<file path="src/rtl/morra_cinese.sv">
// Rock-paper-scissors referee: per-round verdict plus match tracking.
// Optional no-repeat-winning-move rule: MORRA_CINESE_REPEAT_RULE_EN.
module morra_cinese (
  input  logic       clk,
  input  logic       rst_n,
  input  logic [1:0] PRIMO,
  input  logic [1:0] SECONDO,
  input  logic       INIZIA,
  output logic [1:0] MANCHE,
  output logic [1:0] PARTITA
);

  typedef enum logic [1:0] {
    S_IDLE,
    S_PLAY,
    S_DONE
  } state_t;

  state_t     r_state, w_state_nx;
  logic [4:0] r_max, w_max_nx;
  logic [4:0] r_played, w_played_nx;
  logic [4:0] r_w1, w_w1_nx;
  logic [4:0] r_w2, w_w2_nx;
  logic [1:0] r_manche, w_manche_nx;
  logic [1:0] r_partita, w_partita_nx;

  logic       w_draw;
  logic       w_p1win;
  logic       w_blocked;
  logic       w_valid;
  logic       w_lead1;
  logic       w_lead2;

  assign w_draw  = (PRIMO == SECONDO);
  assign w_p1win = (PRIMO == 2'b01 && SECONDO == 2'b11) ||
                   (PRIMO == 2'b10 && SECONDO == 2'b01) ||
                   (PRIMO == 2'b11 && SECONDO == 2'b10);

`ifdef MORRA_CINESE_REPEAT_RULE_EN
  // Last decided round: winner id (01/10, 00 none) and its move.
  logic [1:0] r_rwin, w_rwin_nx;
  logic [1:0] r_rmove, w_rmove_nx;

  assign w_blocked = (r_rwin == 2'b01 && PRIMO == r_rmove) ||
                     (r_rwin == 2'b10 && SECONDO == r_rmove);
`else
  assign w_blocked = 1'b0;
`endif

  assign w_valid = (PRIMO != 2'b00) && (SECONDO != 2'b00) && !w_blocked;
  assign w_lead1 = (w_w1_nx >= w_w2_nx + 5'd2);
  assign w_lead2 = (w_w2_nx >= w_w1_nx + 5'd2);

  always_comb begin
    w_state_nx   = r_state;
    w_max_nx     = r_max;
    w_played_nx  = r_played;
    w_w1_nx      = r_w1;
    w_w2_nx      = r_w2;
    w_manche_nx  = 2'b00;
    w_partita_nx = 2'b00;
`ifdef MORRA_CINESE_REPEAT_RULE_EN
    w_rwin_nx    = r_rwin;
    w_rmove_nx   = r_rmove;
`endif
    if (INIZIA) begin
      w_state_nx  = S_PLAY;
      w_max_nx    = 5'd4 + {1'b0, PRIMO, SECONDO};
      w_played_nx = 5'd0;
      w_w1_nx     = 5'd0;
      w_w2_nx     = 5'd0;
`ifdef MORRA_CINESE_REPEAT_RULE_EN
      w_rwin_nx   = 2'b00;
      w_rmove_nx  = 2'b00;
`endif
    end else if (r_state == S_PLAY && w_valid) begin
      w_played_nx = r_played + 5'd1;
      unique case (1'b1)
        w_draw: begin
          w_manche_nx = 2'b11;
`ifdef MORRA_CINESE_REPEAT_RULE_EN
          w_rwin_nx   = 2'b00;
`endif
        end
        w_p1win: begin
          w_manche_nx = 2'b01;
          w_w1_nx     = r_w1 + 5'd1;
`ifdef MORRA_CINESE_REPEAT_RULE_EN
          w_rwin_nx   = 2'b01;
          w_rmove_nx  = PRIMO;
`endif
        end
        default: begin
          w_manche_nx = 2'b10;
          w_w2_nx     = r_w2 + 5'd1;
`ifdef MORRA_CINESE_REPEAT_RULE_EN
          w_rwin_nx   = 2'b10;
          w_rmove_nx  = SECONDO;
`endif
        end
      endcase
      // Early decision by a two-win margin beats the length limit.
      if (w_played_nx >= 5'd4 && w_lead1) begin
        w_partita_nx = 2'b01;
      end else if (w_played_nx >= 5'd4 && w_lead2) begin
        w_partita_nx = 2'b10;
      end else if (w_played_nx == r_max) begin
        if (w_w1_nx > w_w2_nx)      w_partita_nx = 2'b01;
        else if (w_w2_nx > w_w1_nx) w_partita_nx = 2'b10;
        else                        w_partita_nx = 2'b11;
      end
      if (w_partita_nx != 2'b00) w_state_nx = S_DONE;
    end
  end

  always_ff @(posedge clk or negedge rst_n) begin
    if (!rst_n) begin
      r_state   <= S_IDLE;
      r_max     <= 5'd0;
      r_played  <= 5'd0;
      r_w1      <= 5'd0;
      r_w2      <= 5'd0;
      r_manche  <= 2'b00;
      r_partita <= 2'b00;
`ifdef MORRA_CINESE_REPEAT_RULE_EN
      r_rwin    <= 2'b00;
      r_rmove   <= 2'b00;
`endif
    end else begin
      r_state   <= w_state_nx;
      r_max     <= w_max_nx;
      r_played  <= w_played_nx;
      r_w1      <= w_w1_nx;
      r_w2      <= w_w2_nx;
      r_manche  <= w_manche_nx;
      r_partita <= w_partita_nx;
`ifdef MORRA_CINESE_REPEAT_RULE_EN
      r_rwin    <= w_rwin_nx;
      r_rmove   <= w_rmove_nx;
`endif
    end
  end

  assign MANCHE  = r_manche;
  assign PARTITA = r_partita;

endmodule

</file>
<file path="config.mk">
export PLATFORM = sky130hd
export DESIGN_NAME = morra_cinese
export DESIGN_NICKNAME = d
export VERILOG_FILES = /design/src/rtl/morra_cinese.sv
export SDC_FILE = /design/constraint.sdc
export NUM_CORES = 1
export LEC_CHECK = 0
export BUFFER_PORTS_ARGS = -buffer_cell sky130_fd_sc_hd__clkbuf_2
export CAP_MARGIN = 15
export CORE_MARGIN = 1.5
export CORE_UTILIZATION = 35
export DETAILED_ROUTE_END_ITERATION = 7
export PLACE_DENSITY = 0.64
export REMOVE_ABC_BUFFERS = 1
export SLEW_MARGIN = 20
export SYNTH_ARGS = -nofsm -noshare
export SYNTH_HDL_FRONTEND = slang
export SYNTH_SLANG_ARGS = --single-unit
</file>
<file path="constraint.sdc">
create_clock -name clk -period 2.95 [get_ports clk]
set_clock_uncertainty 0.15 [all_clocks]
set_input_delay 0.59 -clock clk [delete_from_list [all_inputs] [get_ports clk]]
set_output_delay 0.59 -clock clk [all_outputs]
set_load 0.02 [all_outputs]
</file>
=== After elaboration in Yosys (flattened, before gate mapping) ===
Index checks and enable logic that the tools add are counted.
Widths: inputs -> output; s select.

* Flip-flop bits (word level): 26
* Output and inout bits: 4

* $add $sub $neg: 6
* Order comparisons: 5
* Equal/unequal tests: 9
* Mux-type cells: 27
* Reductions and logical operators: 16

{| class="wikitable"
|+ Operators with widths
! operator !! number
|-
| $mux 5 || 12
|-
| $mux 2 || 13
|-
| $add 5x1->5 const B || 3
|-
| $add 5x2->5 const B || 2
|-
| $ge 5x5->1 || 2
|-
| $gt 5x5->1 || 2
|-
| $reduce_bool 2->1 || 5
|-
| $eq 2x2->1 const B || 4
|-
| $logic_and 1x1->1 || 7
|-
| $eq 2x1->1 const B || 3
|-
| $add 3x4->5 const A || 1
|-
| $eq 5x5->1 || 1
|-
| $ge 5x3->1 const B || 1
|-
| $pmux 2 s2 || 1
|-
| $eq 2x2->1 || 1
|-
| $logic_or 1x1->1 || 2
|-
| $reduce_and 2->1 || 1
|-
| $reduce_or 2->1 || 1
|-
| $mux 1 || 1
|}

=== Longest topological paths before layout ===
* Depth in word-level cells: 20
* Mapped depth: 16
* Gate-level depth less buffers: 15

=== Worst setup path before layout ===
No wires, ideal clock.

* Path type: input port to flip-flop
* Start: input port PRIMO[0]
* End: register r_partita[0] (netlist: PARTITA[0])
* Setup time: 0.095 ns
* Data arrival time: 3.370 ns
* Data required time: 2.705 ns
* Path slack: -0.665 ns
* Cell stages on the path: 15
* Buffers on the path: 1
* Cells stage by stage: inv_1 ha_1 nor3b_1 o21ai_2 buf_6 nor2_1 xnor2_1 or2_2 ha_1 nand2b_1 a211o_1 o2111ai_1 a21boi_0 or3b_1 a211oi_1

* Cells in the longest elaborated chain, start to end: 18
* Elaborated cells between the ends (all ways): 40

{| class="wikitable"
|+ Ends and longest elaborated chain
! item !! line !! source
|-
| start: declaration || 6 || <nowiki>input logic [1:0] PRIMO,</nowiki>
|-
| $eq 2x1->1 or $eq 2x2->1 (tied branches) || 35, 36 ||
|-
| $logic_and 1x1->1, on equally long branches || 35, 36 ||
|-
| $logic_or 1x1->1 || 35 || <nowiki>assign w_p1win = (PRIMO == 2'b01 && SECONDO == 2'b11) ||</nowiki>
|-
| $logic_or 1x1->1 || 36 || <nowiki>(PRIMO == 2'b10 && SECONDO == 2'b01) ||</nowiki>
|-
| $mux 5 or $reduce_or 2->1 (tied branches) || n/a ||
|-
| $mux 5, on equally long branches || 76, 78 ||
|-
| $mux 5, on equally long branches || 66, 76 ||
|-
| $mux 5, on equally long branches || 76, 66 ||
|-
| (+3 left out) || n/a ||
|-
| $logic_and 1x1->1, or another cell as far along || 105 || <nowiki>end else if (w_played_nx >= 5'd4 && w_lead2) begin</nowiki>
|-
| $mux 2 or $logic_and 1x1->1 (tied branches) || 105, 103 ||
|-
| $mux 2 || 103 || <nowiki>if (w_played_nx >= 5'd4 && w_lead1) begin</nowiki>
|-
| $mux 2 || 76 || <nowiki>end else if (r_state == S_PLAY && w_valid) begin</nowiki>
|-
| $mux 2 || 66 || <nowiki>if (INIZIA) begin</nowiki>
|-
| $mux 2 (*) || 76 ||
|-
| $mux 2 (*) || 66 ||
|-
| named net w_partita_nx[0] || 25 || <nowiki>logic [1:0] r_partita, w_partita_nx;</nowiki>
|-
| end signal: assignment || 136 || <nowiki>r_partita <= w_partita_nx;</nowiki>
|-
| end: declaration || 25 ||
|}

The timed path passes the listed nets; every way through them passes the cells marked *. The select of a mux whose other input is x is not followed.
A chain may end at the register's enable or synchronous reset.

=== Final worst setup path ===
* Start: input port PRIMO[1]
* End: register r_partita[0] (netlist: PARTITA[0])

* Cells in the longest elaborated chain, start to end: 18
* Elaborated cells between the ends (all ways): 40

{| class="wikitable"
|+ Ends and longest elaborated chain
! item !! line !! source
|-
| $eq 2x1->1 or $eq 2x2->1 (tied branches) || 35, 36 ||
|-
| $logic_and 1x1->1, on equally long branches || 35, 36 ||
|-
| $logic_or 1x1->1 || 35 ||
|-
| $logic_or 1x1->1 || 36 ||
|-
| $mux 5 || 78 || <nowiki>unique case (1'b1)</nowiki>
|-
| $mux 5 || 76 ||
|-
| $mux 5 || 66 ||
|-
| $mux 5 (*) || 76 ||
|-
| (+1 left out) || n/a ||
|-
| named net w_w1_nx[4] || 22 || <nowiki>logic [4:0] r_w1, w_w1_nx;</nowiki>
|-
| (+2 left out) || n/a ||
|-
| $logic_and 1x1->1 || 105 ||
|-
| $mux 2 || 105 ||
|-
| $mux 2 (*) || 103 ||
|-
| $mux 2 (*) || 76 ||
|-
| $mux 2 (*) || 66 ||
|-
| $mux 2 (*) || 76 ||
|-
| $mux 2 (*) || 66 ||
|-
| named net w_partita_nx[0] || 25 ||
|}

Marked as above.

==> out/results.ini <==
[power]
swShare_pct=31.5
p_per_area_mw_per_mm2=385
comb_power_share_pct=36.5
p_clk_share_pct=27.4
internal-power_uw=765
p_leak_uw=0.00133
ir_drop_uv=310
power.net_switching_uw=351
seqPwrFrac_pct=36.1

[route]
drtIter0Drc=48
wl_per_cell_um=15.1
viasPerCell=4.94
remaining_drc_errors=0
vias=1656
firstDrtPassIters=4
wl_um=5060
postRouteAntennaNets=0

[run]
drv_cap=0

[cts]
cts_root_buffer=clkbuf_8
cts_made_buffers=3
clock_sinks=26
cts_tree=built
insertion_delay_ns=0.28
clk_pin_slew_ns=0.10
cts.htree.levels=1
clock_path_buffers=2

[yosys]
synth-edff-count=0
mappedNetlistArea_mm2=0.00211
syn_inst=209
async_reset_ff_share_pct=100
ys_ff_latch=26
ys.flop_type=dfrtp_1
synth.distinct_cells=47
syn_avg_cell_area_um2=10.1
yosysWarnings=0
ys_seq_area_share_pct=30.9

[timing]
fmax_mhz=293
setup_violations=4
rsz0062_at_grt=yes
tns_ns=-1.56
maxSlewHeadroom_pct=53.1
slew_violations=0
finalHoldViolations=0
layout_min_cycle_time_ns=3.41
period_share_pct=116
setup_slack_ns=-0.461
max_slew.worst_pin.slew_ns=0.703
timing.hold.ws_ns=0.192

[die]
rows=28
die_area_mm2=0.00650
start_util_pct=36.0
die_h_um=80.6
fp.coreArea_mm2=0.00585
die_w_um=80.6
io_pins=11

[global_route]
grt_pass1_wl_um=8420
antenna_found_initial=0
grt_pass1_vias=1794
grt_use_total_pct=16.9
grt_max_degree=27
overflow=0

[worst_setup_path]
cp-start-kind=primary input
required_ns=2.99
cp.arrival_ns=3.45
crit_type=primary input to register
cp_max_fo=6
cp-end-kind=register
reg2reg_from=r_state[1]
critPathLaunch=PRIMO[1]

[placement]
gp_congestion=0.798
placed_area_mm2=0.00247
numPortBuffers=10
post-place-ws_ns=-0.900
place_hpwl_um=3530

[cells_and_area]
ff_latch_area_um2=651
nFillCells=502
multi_input_area_mm2=0.00156
final_area_mm2=0.00289
area_growth_pct=37.3
nNetsFinal=290
diodes=0
layout-drive-gt1-share_pct=44.6

[status]
status=complete, but fails checks
violations=negative setup slack

[worst_hold_path]
hp-class=primary input to async pin

[cell usage in the layout (no fill, tap or decap), types with 6 or more instances in the layout]
cell type	synthesis	final
buf_4	0	37
dfrtp_1	26	26
nor2_1	22	17
xnor2_1	18	16
ha_1	22	16
xor2_1	13	13
nand2_1	13	13
inv_1	12	8
nand3_1	8	8
clkbuf_2	1	7
nor2_2	1	6
buf_6	3	6
[metrics by stage]
step | util [%] | std cells | total power [uW]
after detailed placement | 42.2 | 320 | 724
final | 49.5 | 335 | 1120
after global routing | 49.5 | 335 | 1180
after CTS | 47.5 | 332 | 1090
after global placement | 42.2 | 320 | 714
after floorplan | - | 201 | 585
[worst paths after layout]
kind | to | slack, ns | cells after the start
max | PARTITA[0] | -0.46 | 16
min | r_max[1] | 0.19 | 1
max reg2reg | PARTITA[0] | -0.24 | 13
min reg2reg | r_max[1] | 0.39 | 1
max in group asynchronous | PARTITA[0] | 2.01 | 1
min in group clk | r_max[1] | 0.39 | 1
[layout make-up]
type | count | area share, %
multi-input cells | 163 | 54.0
flip-flops and latches | 26 | 22.5
repair buffers | 55 | 16.1
well taps | 75 | 3.24
inverters | 12 | 1.73
clock buffers | 3 | 1.43
clock inverters | 1 | 1.04
[worst max-delay path: stages]
cell and delay (ns):
clkbuf_8 0.12, inv_2 0.05, ha_2 0.19, nor3b_4 0.23, o21ai_4 0.15, buf_6 0.15
nor4_4 0.28, buf_4 0.17, xnor2_2 0.11, nor2_2 0.07, xnor2_1 0.18, ha_1 0.29
a21oi_2 0.17, a21boi_2 0.08, or3b_4 0.38, a211oi_2 0.24
[power by group through the flow]
stage | sequential [uW] | clock (uW) | combinational [uW]
floorplan | 409 | 0 | 176
global placement | 407 | 0 | 307
detailed placement | 408 | 0 | 315
CTS | 402 | 306 | 378
global route | 406 | 324 | 448
finish | 402 | 306 | 407
[sequential cells by signal, summed over array words and instances, names as in the netlist]
name and cells:
r_played 5, MANCHE 2, r_state 2, r_w1 5, PARTITA 2, r_w2 5, r_max 5
[layer usage]
| metal | vias up | wire, um | GRT usage, % |
|---|---|---|---|
| met5 | - | 0 | 0 |
| met4 | 0 | 35 | 3.28 |
| met3 | 4 | 88 | 1.82 |
| met2 | 23 | 2650 | 30.9 |
| met1 | 818 | 2280 | 21.4 |
| li1 | 811 | - | - |
[cells by family (layout without fill, tap and decap cells)]
group / after synthesis / count (layout) / share of synthesized area (%)
compound gates: 28 / 28 / 10.7
xor+xnor: 33 / 33 / 15.0
fa+ha+maj: 22 / 22 / 13.1
buf+inv: 20 / 71 / 5.16
flops: 26 / 26 / 30.9
mux: 10 / 10 / 5.70
simple gates: 70 / 70 / 19.5
[what timing repair did]
item / CTS / global route
setup buffers: 8 / 3
hold buffers: 0 / 0
endpoints found under the setup margin: 4 / 4
endpoints found under the hold margin: 0 / 0
pin swaps: 19 / 19
gates resized for setup: 42 / 17
[Yosys cell counts, types with 2 or more instances]
| library cell | count | share of area, % |
|---|---|---|
| dfrtp_1 | 26 | 31 |
| ha_1 | 22 | 13 |
| nor2_1 | 22 | 3.9 |
| xnor2_1 | 18 | 7.5 |
| nand2_1 | 13 | 2.3 |
| xor2_1 | 13 | 5.4 |
| inv_1 | 12 | 2.1 |
| a21oi_1 | 8 | 1.9 |
| nand3_1 | 8 | 1.9 |
| mux2_2 | 5 | 2.7 |
| nor3_1 | 4 | 0.95 |
| buf_6 | 3 | 1.6 |
| clkbuf_1 | 3 | 0.53 |
| nand2b_1 | 3 | 0.89 |
| nor4b_4 | 3 | 3.4 |
| o21a_1 | 3 | 1.1 |
| o21ai_0 | 3 | 0.71 |
| or2_2 | 3 | 0.89 |
| a211o_1 | 2 | 0.83 |
| a21o_1 | 2 | 0.71 |
| mux2_4 | 2 | 1.4 |
| mux2i_1 | 2 | 0.95 |
| nor2b_1 | 2 | 0.59 |
| nor3_2 | 2 | 0.95 |
| nor4_1 | 2 | 0.59 |
| o221ai_4 | 2 | 2.5 |
Note: power is estimated with default switching activity, not from simulation.
